$ cat src/rtl/soc_sysid_ext.sv
// System-ID / uptime Avalon-MM slave with build info, CTRL, 64-bit uptime and scratch words.
// Latency: reads return readdata with readdatavalid exactly one cycle after the read strobe.
// Backpressure: none; every read/write strobe is accepted in the cycle it is asserted.
module soc_sysid_ext #(
  parameter logic [31:0] SYSID_ID  = 32'h6242_A22A,
  parameter logic [31:0] TIMESTAMP = 32'h0,
  parameter int          PRESCALE  = 1,
  parameter int          UPTIME_W  = 64,
  parameter int          N_SCRATCH = 2,
  parameter int          ADDR_W    = 4
) (
  input  logic              clock,
  input  logic              reset,
  input  logic [ADDR_W-1:0] address,
  input  logic              read,
  input  logic              write,
  input  logic [31:0]       writedata,
  output logic [31:0]       readdata,
  output logic              readdatavalid
);

  localparam int HI_W = UPTIME_W - 32;
  localparam logic [15:0] PS_LAST = 16'(PRESCALE - 1);
  localparam logic [31:0] INFO = {16'(PRESCALE), 8'(UPTIME_W), 8'(N_SCRATCH)};

  logic [31:0]         addr_w;
  logic                ctrl_wr;
  logic                clear;
  logic                lo_rd;

  logic [15:0]         pcnt_q, pcnt_d;
  logic [UPTIME_W-1:0] cnt_q, cnt_d;
  logic [HI_W-1:0]     hi_snap_q, hi_snap_d;
  logic                run_q, run_d;
  logic [31:0]         scratch_q [N_SCRATCH];
  logic [31:0]         scratch_d [N_SCRATCH];
  logic [31:0]         rdata;
  logic [31:0]         readdata_q, readdata_d;
  logic                rvalid_q;

  assign addr_w  = 32'(address);
  assign ctrl_wr = write && (addr_w == 32'd3);
  assign clear   = ctrl_wr && writedata[1];
  assign lo_rd   = read && (addr_w == 32'd4);

  // Prescaler / uptime / snapshot next state; clear beats both increment and snapshot.
  always_comb begin
    pcnt_d    = pcnt_q;
    cnt_d     = cnt_q;
    hi_snap_d = hi_snap_q;
    run_d     = run_q;
    if (ctrl_wr) run_d = writedata[0];
    if (lo_rd) hi_snap_d = cnt_q[UPTIME_W-1:32];
    if (run_q) begin
      if (pcnt_q == PS_LAST) begin
        pcnt_d = 16'd0;
        cnt_d  = cnt_q + 1'b1;
      end else begin
        pcnt_d = pcnt_q + 16'd1;
      end
    end
    if (clear) begin
      pcnt_d    = 16'd0;
      cnt_d     = '0;
      hi_snap_d = '0;
    end
  end

  // Scratch write decode: one word updated per write strobe.
  always_comb begin
    for (int k = 0; k < N_SCRATCH; k++) begin
      scratch_d[k] = scratch_q[k];
      if (write && (addr_w == 32'(6 + k))) scratch_d[k] = writedata;
    end
  end

  // Read mux over pre-write state so a same-cycle write is not visible to the read.
  always_comb begin
    rdata = 32'd0;
    case (addr_w)
      32'd0: rdata = SYSID_ID;
      32'd1: rdata = TIMESTAMP;
      32'd2: rdata = INFO;
      32'd3: rdata = {31'd0, run_q};
      32'd4: rdata = cnt_q[31:0];
      32'd5: rdata = 32'(hi_snap_q);
      default: begin
        for (int k = 0; k < N_SCRATCH; k++) begin
          if (addr_w == 32'(6 + k)) rdata = scratch_q[k];
        end
      end
    endcase
    readdata_d = read ? rdata : readdata_q;
  end

  // State registers; reset drops any read sampled on the reset edge.
  always_ff @(posedge clock) begin
    if (reset) begin
      pcnt_q     <= 16'd0;
      cnt_q      <= '0;
      hi_snap_q  <= '0;
      run_q      <= 1'b1;
      readdata_q <= 32'd0;
      rvalid_q   <= 1'b0;
      for (int k = 0; k < N_SCRATCH; k++) scratch_q[k] <= 32'd0;
    end else begin
      pcnt_q     <= pcnt_d;
      cnt_q      <= cnt_d;
      hi_snap_q  <= hi_snap_d;
      run_q      <= run_d;
      readdata_q <= readdata_d;
      rvalid_q   <= read;
      for (int k = 0; k < N_SCRATCH; k++) scratch_q[k] <= scratch_d[k];
    end
  end

  assign readdata      = readdata_q;
  assign readdatavalid = rvalid_q;

endmodule

$ cat config.mk
export PLATFORM = sky130hd
export DESIGN_NAME = soc_sysid_ext
export DESIGN_NICKNAME = d
export VERILOG_FILES = /design/src/rtl/soc_sysid_ext.sv
export SDC_FILE = /design/constraint.sdc
export NUM_CORES = 1
export LEC_CHECK = 0
export CAP_MARGIN = 25
export CORE_AREA = 2 2 180 182
export DETAILED_ROUTE_END_ITERATION = 7
export DIE_AREA = 0 0 182 184
export PLACE_DENSITY = 0.46
export SKIP_LAST_GASP = 1
export SLEW_MARGIN = 0
export SYNTH_ARGS = -nofsm -noshare
export SYNTH_HDL_FRONTEND = slang
export SYNTH_SLANG_ARGS = --single-unit
$ cat constraint.sdc
create_clock -name clock -period 3 [get_ports clock]
set_clock_uncertainty 0.1 [all_clocks]
set_input_delay 0.75 -clock clock [delete_from_list [all_inputs] [get_ports clock]]
set_output_delay 0.75 -clock clock [all_outputs]
set_load 0.02 [all_outputs]
==> results of run 1 <==
## logic make-up (layout without fill, tap and decap cells)
family,count (synthesis),in the layout,synth area share [%]
simple gates,512,512,26.3
buf+inv,94,170,3.85
mux,26,26,3.19
flops,210,210,44.9
compound gates,277,277,18.1
fa+ha+maj,3,3,0.401
xor+xnor,36,36,3.36
## layout by cell type (no fill, tap or decap), drive strengths merged, types with 11 or more instances in the layout
| cell type | n |
|---|---|
| a21oi | 152 |
| nand4 | 30 |
| clkbuf | 36 |
| nand3 | 37 |
| nand2 | 234 |
| mux2i | 22 |
| o21ai | 23 |
| a211oi | 29 |
| nor2 | 98 |
| xor2 | 14 |
| and4 | 11 |
| xnor2 | 22 |
| o31ai | 17 |
| or3 | 22 |
| or4 | 17 |
| dfxtp | 210 |
| a221oi | 28 |
| buf | 47 |
| a21o | 11 |
| nor4 | 19 |
| clkdlybuf4s50 | 69 |
## how the worst max path moves through the flow
stage | from | endpoint | slack, ps | cells after the start
finish | pcnt_q[0]$_SDFFE_PP0P_ | cnt_q[60]$_SDFFE_PP0P_ | 350 | 8
global placement | address[2] | scratch_q[0][26]$_SDFFE_PP0P_ | 110 | 7
detailed placement | address[2] | readdata[13]$_SDFFE_PP0P_ | 120 | 6
CTS | pcnt_q[0]$_SDFFE_PP0P_ | cnt_q[60]$_SDFFE_PP0P_ | 360 | 8
global route | pcnt_q[0]$_SDFFE_PP0P_ | cnt_q[50]$_SDFFE_PP0P_ | 130 | 8
floorplan | address[3] | hi_snap_q[11]$_SDFFE_PP0P_ | 540 | 7
## per-layer routing
metal,vias up,share of wire (%),track usage [%]
li1,4249,-,-
met1,4068,49,24.1
met2,122,47,28.3
met3,27,2.8,2.02
met4,0,1.4,3.55
met5,-,0,0
## synth_stat cells (2+ instances only)
master	n
nand2_1	234
dfxtp_1	210
a21oi_1	152
nor2_1	98
clkbuf_1	72
nand3_1	36
a211oi_1	29
a221oi_1	28
nand4_1	27
mux2i_1	22
o21ai_0	22
or3_1	22
xnor2_1	22
nor4_1	17
o31ai_1	17
or4_1	16
xor2_1	14
a21o_1	11
a2111oi_0	10
and4_1	10
and3_1	9
inv_1	9
nand2b_1	9
buf_1	7
and2_1	6
buf_2	6
nor3_1	5
ha_1	3
mux4_2	3
o21a_1	3
nand3b_1	2
nand4_2	2
nor2b_1	2
nor3b_1	2
or2_2	2
## power by group
part | leakage (nW) | internal [mW] | switching [mW]
sequential | 1.70 | 2.83 | 0.0290
combinational | 1.63 | 0.174 | 0.235
clock | 0.411 | 1.88 | 1.22
total | 3.74 | 4.88 | 1.49
## tightest hold or removal path, stage by stage (launching register included)
cell     delay [ps]
dfxtp_1         300
nand2_1          50
a21oi_1          50
## registers in the layout, indices dropped and copies added, names as in the netlist
name and cells:
cnt_q 64, hi_snap_q 32, pcnt_q 16, readdata 32, readdatavalid 1, run_q 1, scratch_q 64
## cell type report
cell class | count | area, um2
fill | 3277 | 19800
multi-input combinational | 854 | 4830
sequential | 210 | 4200
timing repair buffer | 116 | 1160
clock buffer | 36 | 697
tap | 402 | 503
clock inverter | 9 | 135
inverter | 9 | 33.8
==> impl_results.md, run 1 <==
* CTS Buf Count at 25
* Max VDD drop at between 0.3 and 0.4 mV
* Asr flop ratio synth at 0%
* Worst Path Buf+Inv at 2
* Global-route wire length before repair at about 46000 um
* Largest net degree at the start of global routing at 61
* EDFF count, synth at 0
* Cell variety after synth at 54
* Worst-path maximum fanout at 41
* Max Freq at 0.378 GHz
* Layout cells sized above 1 at between 8 and 9%
* Vias in the first global route at 8107
* Critical path's slowest cell: or4_1
* Fin cells at about 1.6k
* Final Hold Viols at 0
* CTS Hold Buffers Added at 0
* Post-DRT Antenna Nets at 0
* Ranking of synthesized cells by area: dfxtp_1, nand2_1, a21oi_1
* Static Leak at approximately 3.7 nW
* Ys Warns at 0
* Family with the most delay on the worst path: simple AND/OR/NAND/NOR gates
* Mapped Area at ~9400 um2
* Core box area at 31400 um2
* DR vias at between 8k and 9k
* Placer Congestion at 0.770
* Outcome: finished, final reports clean
* Syn Nets at 1201
* Worst EP arrival at 3010 ps
* Syn Area/Cell at 8.09 um2
* Final Max Tran Viols at 0
* Final instance area at 11600 um2
* Drt total wl at 28700 um
* Worst hold margin at 351 ps
* Postcts setup bufs at 0
* Die area at roughly 33000 um2
* Clk slew on worst S/H paths at 60 ps
* Worst Hold Launch: scratch_q[0][16]$_SDFFE_PP0P_
* Worst-Margin Slew at 687 ps
* Vias per cell at 5.17
* Area delta synth->final at 23.4%
* Final Setup Violations at 0
* Critical Path RT at roughly 3400 ps
* Crit path cell chain: inv_1 -> ha_1 -> nor4b_1 -> and4_1 -> nand4_2 -> buf_4 -> or4_1 -> a21oi_1
* Slew HR at 53.8%
* Hold Path Stages at 2
* R2R depth at 8
* GRT Total Usage at 17.1%
* CP startpoint kind: register
* Highest cell delay on the worst timing path at 540 ps
* Post-DP HPWL at 19600 um
* Launching point of the worst reg2reg path: pcnt_q[0]$_SDFFE_PP0P_
* Max-capacitance violation count at 0
* Sequential-to-total area share from yosys stat at 44.9%
* Post-Syn Instances at roughly 1.2k
* Nets@finish at between 1k and 1.5k
* I/O pins at 73
* PnR worst setup slack at 354 ps
* Effective utilization at floorplan at 29.9%
* Worst Hold Endpoint: scratch_q[0][16]$_SDFFE_PP0P_
* Synth area leader: dfxtp_1
* Final Power at 6.37 mW
* Initial antenna violation count at 0
* Avg WL per Cell at 17.5 um
* Clk Latency, worst-skew pair at 530 ps
* Reg2reg end: cnt_q[60]$_SDFFE_PP0P_
* Clock sinks at 210
* DR iter-0 viols at 518
* Period utilisation layout at 88.2%
* Die width at 182 um
* RSZ-0062 raised after global routing: no
* Power Density at approximately 550 nW/um2
* Core Rows at 65
* Grt ovf at 0
* Clock Tree Root: clkbuf_16
* Post-synthesis register bit count at 210
* Top_reg_cell synth: dfxtp_1
* Max H-tree Level at 1
* Critical path class: register to register
* R2r setup slk at 350 ps
* Post-Route Utilization at 36.8%
* Endpoint type of the worst setup path: register
* Residual DRC count at 0
* Clk buf depth at 3
* DRT Pass-1 Iters at 5
* Worst min path class: register to register
* Tmin final at 2650 ps
* Placed insts at approximately 1.6k
* Synth top area share at 44.9%
* Fin Setup TNS at 0 ps
* Post-cts sizing count at 0
* DP Area at 10700 um2
* Die H at 184 um
* DP Worst Slack at 119 ps
* TritonCTS clock tree: done
* ANT cells at 0
* IO buf count at 72
Note: power is estimated with default switching activity, not from simulation.
==> run 2, diff against run 1 <==
--- a/config.mk
+++ b/config.mk
@@ -6,10 +6,11 @@
 export NUM_CORES = 1
 export LEC_CHECK = 0
 export CAP_MARGIN = 25
-export CORE_AREA = 2 2 180 182
+export CORE_AREA = 2 2 131 133
+export CTS_BUF_LIST = sky130_fd_sc_hd__clkbuf_16
 export DETAILED_ROUTE_END_ITERATION = 7
-export DIE_AREA = 0 0 182 184
-export PLACE_DENSITY = 0.46
+export DIE_AREA = 0 0 133 135
+export PLACE_DENSITY = 0.78
 export SKIP_LAST_GASP = 1
 export SLEW_MARGIN = 0
 export SYNTH_ARGS = -nofsm -noshare
==> run 2 against run 1 <==
  * Register-to-register slack worse by 80 ps
  * Fmax down 2.9%
  * Global-route usage up 9.9 points
  * Critical path type unchanged
  * Clock power down 22%
==> impl_results.md, run 2 (synthesized netlist as in run 1, its figures left out) <==
* Worst-Margin Slew at 675 ps (-11.3 ps)
* Critical Path RT at 3330 ps (-40 ps)
* Period utilisation layout at 90.9% (+2.7 points)
* Largest registers: cnt_q: 64 flops, scratch_q: 64 flops
* Final Hold Viols at 0 (unchanged)
* Final instance area at 11000 um2 (-4.9%)
* Highest cell delay on the worst timing path at 470 ps (-70 ps)
* Post-DRT Antenna Nets at 0 (unchanged)
* R2r setup slk at 270 ps (-80 ps)
* DR vias at 8662 (+2.3%)
* Power Density at 516 nW/um2 (-6.2%)
* Reg2reg end: cnt_q[53]$_SDFFE_PP0P_
* Max Freq at 0.367 GHz (-2.9%)
* Core Rows at 47 (-28%)
* PnR worst setup slack at 274 ps (-79.7 ps)
* CTS Hold Buffers Added at 0 (unchanged)
* Clock sinks at 210 (unchanged)
* Vias per cell at 6.03 (+17%)
* CP startpoint kind: register
* Core box area at 16400 um2 (-48%)
* Critical path class: register to register
* Clk slew on worst S/H paths at 60 ps (about the same)
* Fin Setup TNS at 0 ps (unchanged)
* Post-cts sizing count at 0 (unchanged)
* Crit path to: cnt_q[53]$_SDFFE_PP0P_
* I/O pins at 73 (unchanged)
* Vias in the first global route at 8040 (-0.83%)
* Final Max Tran Viols at 0 (unchanged)
* RSZ-0062 raised after global routing: no
* Initial antenna violation count at 0 (unchanged)
* Die area at 18000 um2 (-46%)
* Slew HR at 54.6% (+0.76 points)
* Clk Latency, worst-skew pair at 500 ps (-30 ps)
* Tmin final at 2730 ps (+79.7 ps)
* Max-capacitance violation count at 0 (unchanged)
* R2R depth at 9 (+1)
* Grt ovf at 0 (unchanged)
* Most common cell after layout, fill and taps aside: nand2_1
* Worst Path Buf+Inv at 3 (+1)
* Layout cells sized above 1 at 7.40% (-1.1 points)
* Global-route wire length before repair at 40400 um (-12%)
* Worst-path maximum fanout at 14 (-66%)
* Final Setup Violations at 0 (unchanged)
* Outcome: finished, final reports clean
* Nets@finish at 1249 (-0.79%)
* Die width at 133 um (-27%)
* Endpoint type of the worst setup path: register
* Largest net degree at the start of global routing at 99 (+62%)
* ANT cells at 0 (unchanged)
* Static Leak at 3.59 nW (-3.9%)
* Worst min path class: register to register
* Area delta synth->final at 17.4%
* Worst EP arrival at 3050 ps (+40 ps)
* Clock Tree Root: clkbuf_16
* Launching point of the worst reg2reg path: pcnt_q[0]$_SDFFE_PP0P_
* DRT Pass-1 Iters at 5 (unchanged)
* Clk buf depth at 3 (unchanged)
* DP Worst Slack at 149 ps (+30.4 ps)
* Max H-tree Level at 1 (unchanged)
* Max VDD drop at 0.412 mV (+10%)
* DP Area at 10400 um2 (-3.3%)
* Postcts setup bufs at 0 (unchanged)
* Effective utilization at floorplan at 57.1% (+27 points)
* Placer Congestion at 0.834 (+8.3%)
* GRT Total Usage at 27.1% (+9.9 points)
* Post-DP HPWL at 16500 um (-16%)
* Worst hold margin at 354 ps (+2.38 ps)
* CP most frequent cell: buf_4
* TritonCTS clock tree: done
* Levels on crit path at 9 (+1)
* IO buf count at 72 (unchanged)
* Start point of the critical path: pcnt_q[0]$_SDFFE_PP0P_
* CTS Buf Count at 22 (-12%)
* Avg WL per Cell at 16.9 um (-3.4%)
* Residual DRC count at 0 (unchanged)
* DR iter-0 viols at 695 (+34%)
* Most frequent cells in the layout: nand2_1, dfxtp_1, a21oi_1, nor2_1, clkdlybuf4s50_1
* Die H at 135 um (-27%)
* Drt total wl at 24300 um (-15%)
* Crit path cell chain: inv_1 -> ha_1 -> nor4b_1 -> and4_1 -> buf_4 -> nand3_1 -> buf_4 -> or4_1 -> a21oi_1
* Critical path's slowest cell: and4_1
* Family with the most delay on the worst path: simple AND/OR/NAND/NOR gates
==> run 2: cell count changes in the layout (fill, tap and decap cells not counted), moves of 2 or more <==
cell and change:
buf_12 -6, buf_4 -2, bufinv_16 -3, clkbuf_1 -8, clkbuf_16 -2, clkbuf_8 -3, clkinv_1 +4
==> run 2: through the flow <==
step,utilization [%],instances,power (mW)
6_report,67.0,1436,5.68
5_1_grt,67.0,1436,5.86
4_1_cts,67.0,1436,5.70
3_5_place_dp,63.2,1402,3.30
3_3_place_gp,63.2,1402,3.30
2_1_floorplan,-,1158,3.12
==> run 2: power breakdown <==
part / switching, mW / internal, mW / leakage, nW
clock: 1.07 / 1.37 / 0.318
sequential: 0.0273 / 2.83 / 1.70
combinational: 0.223 / 0.165 / 1.58
total: 1.32 / 4.36 / 3.59
==> run 2: worst min path at each step <==
stage                                  startpoint                             to  slack (ps)  cells past startpoint
floorplan           scratch_q[0][14]$_SDFFE_PP0P_  scratch_q[0][14]$_SDFFE_PP0P_         330                      2
global placement    scratch_q[0][31]$_SDFFE_PP0P_  scratch_q[0][31]$_SDFFE_PP0P_         340                      2
detailed placement  scratch_q[0][48]$_SDFFE_PP0P_  scratch_q[0][48]$_SDFFE_PP0P_         350                      2
CTS                  scratch_q[0][1]$_SDFFE_PP0P_   scratch_q[0][1]$_SDFFE_PP0P_         350                      2
global route         scratch_q[0][1]$_SDFFE_PP0P_   scratch_q[0][1]$_SDFFE_PP0P_         370                      2
finish                 hi_snap_q[12]$_SDFFE_PP0P_     hi_snap_q[12]$_SDFFE_PP0P_         350                      2
==> run 2: layer usage <==
layer | vias up | track usage (%) | part of all wire (%)
li1 | 4216 | - | -
met1 | 4131 | 37.7 | 45
met2 | 271 | 44.5 | 47
met3 | 44 | 3.68 | 5.5
met4 | 0 | 7.11 | 2.4
met5 | - | 0 | 0
==> run 2: cell type report <==
| cell class | count | area [um2] |
|---|---|---|
| fillers | 1327 | 5410 |
| multi-input cells | 854 | 4830 |
| flip-flops and latches | 210 | 4200 |
| repair buffers | 109 | 1030 |
| clock buffers | 23 | 576 |
| well taps | 220 | 275 |
| clock inverters | 11 | 48.8 |
| inverters | 9 | 33.8 |
==> run 2: worst min-delay path: stages, from the launching register on <==
cell and delay [ps]:
dfxtp_1 310, nand2_1 50, a21oi_1 50
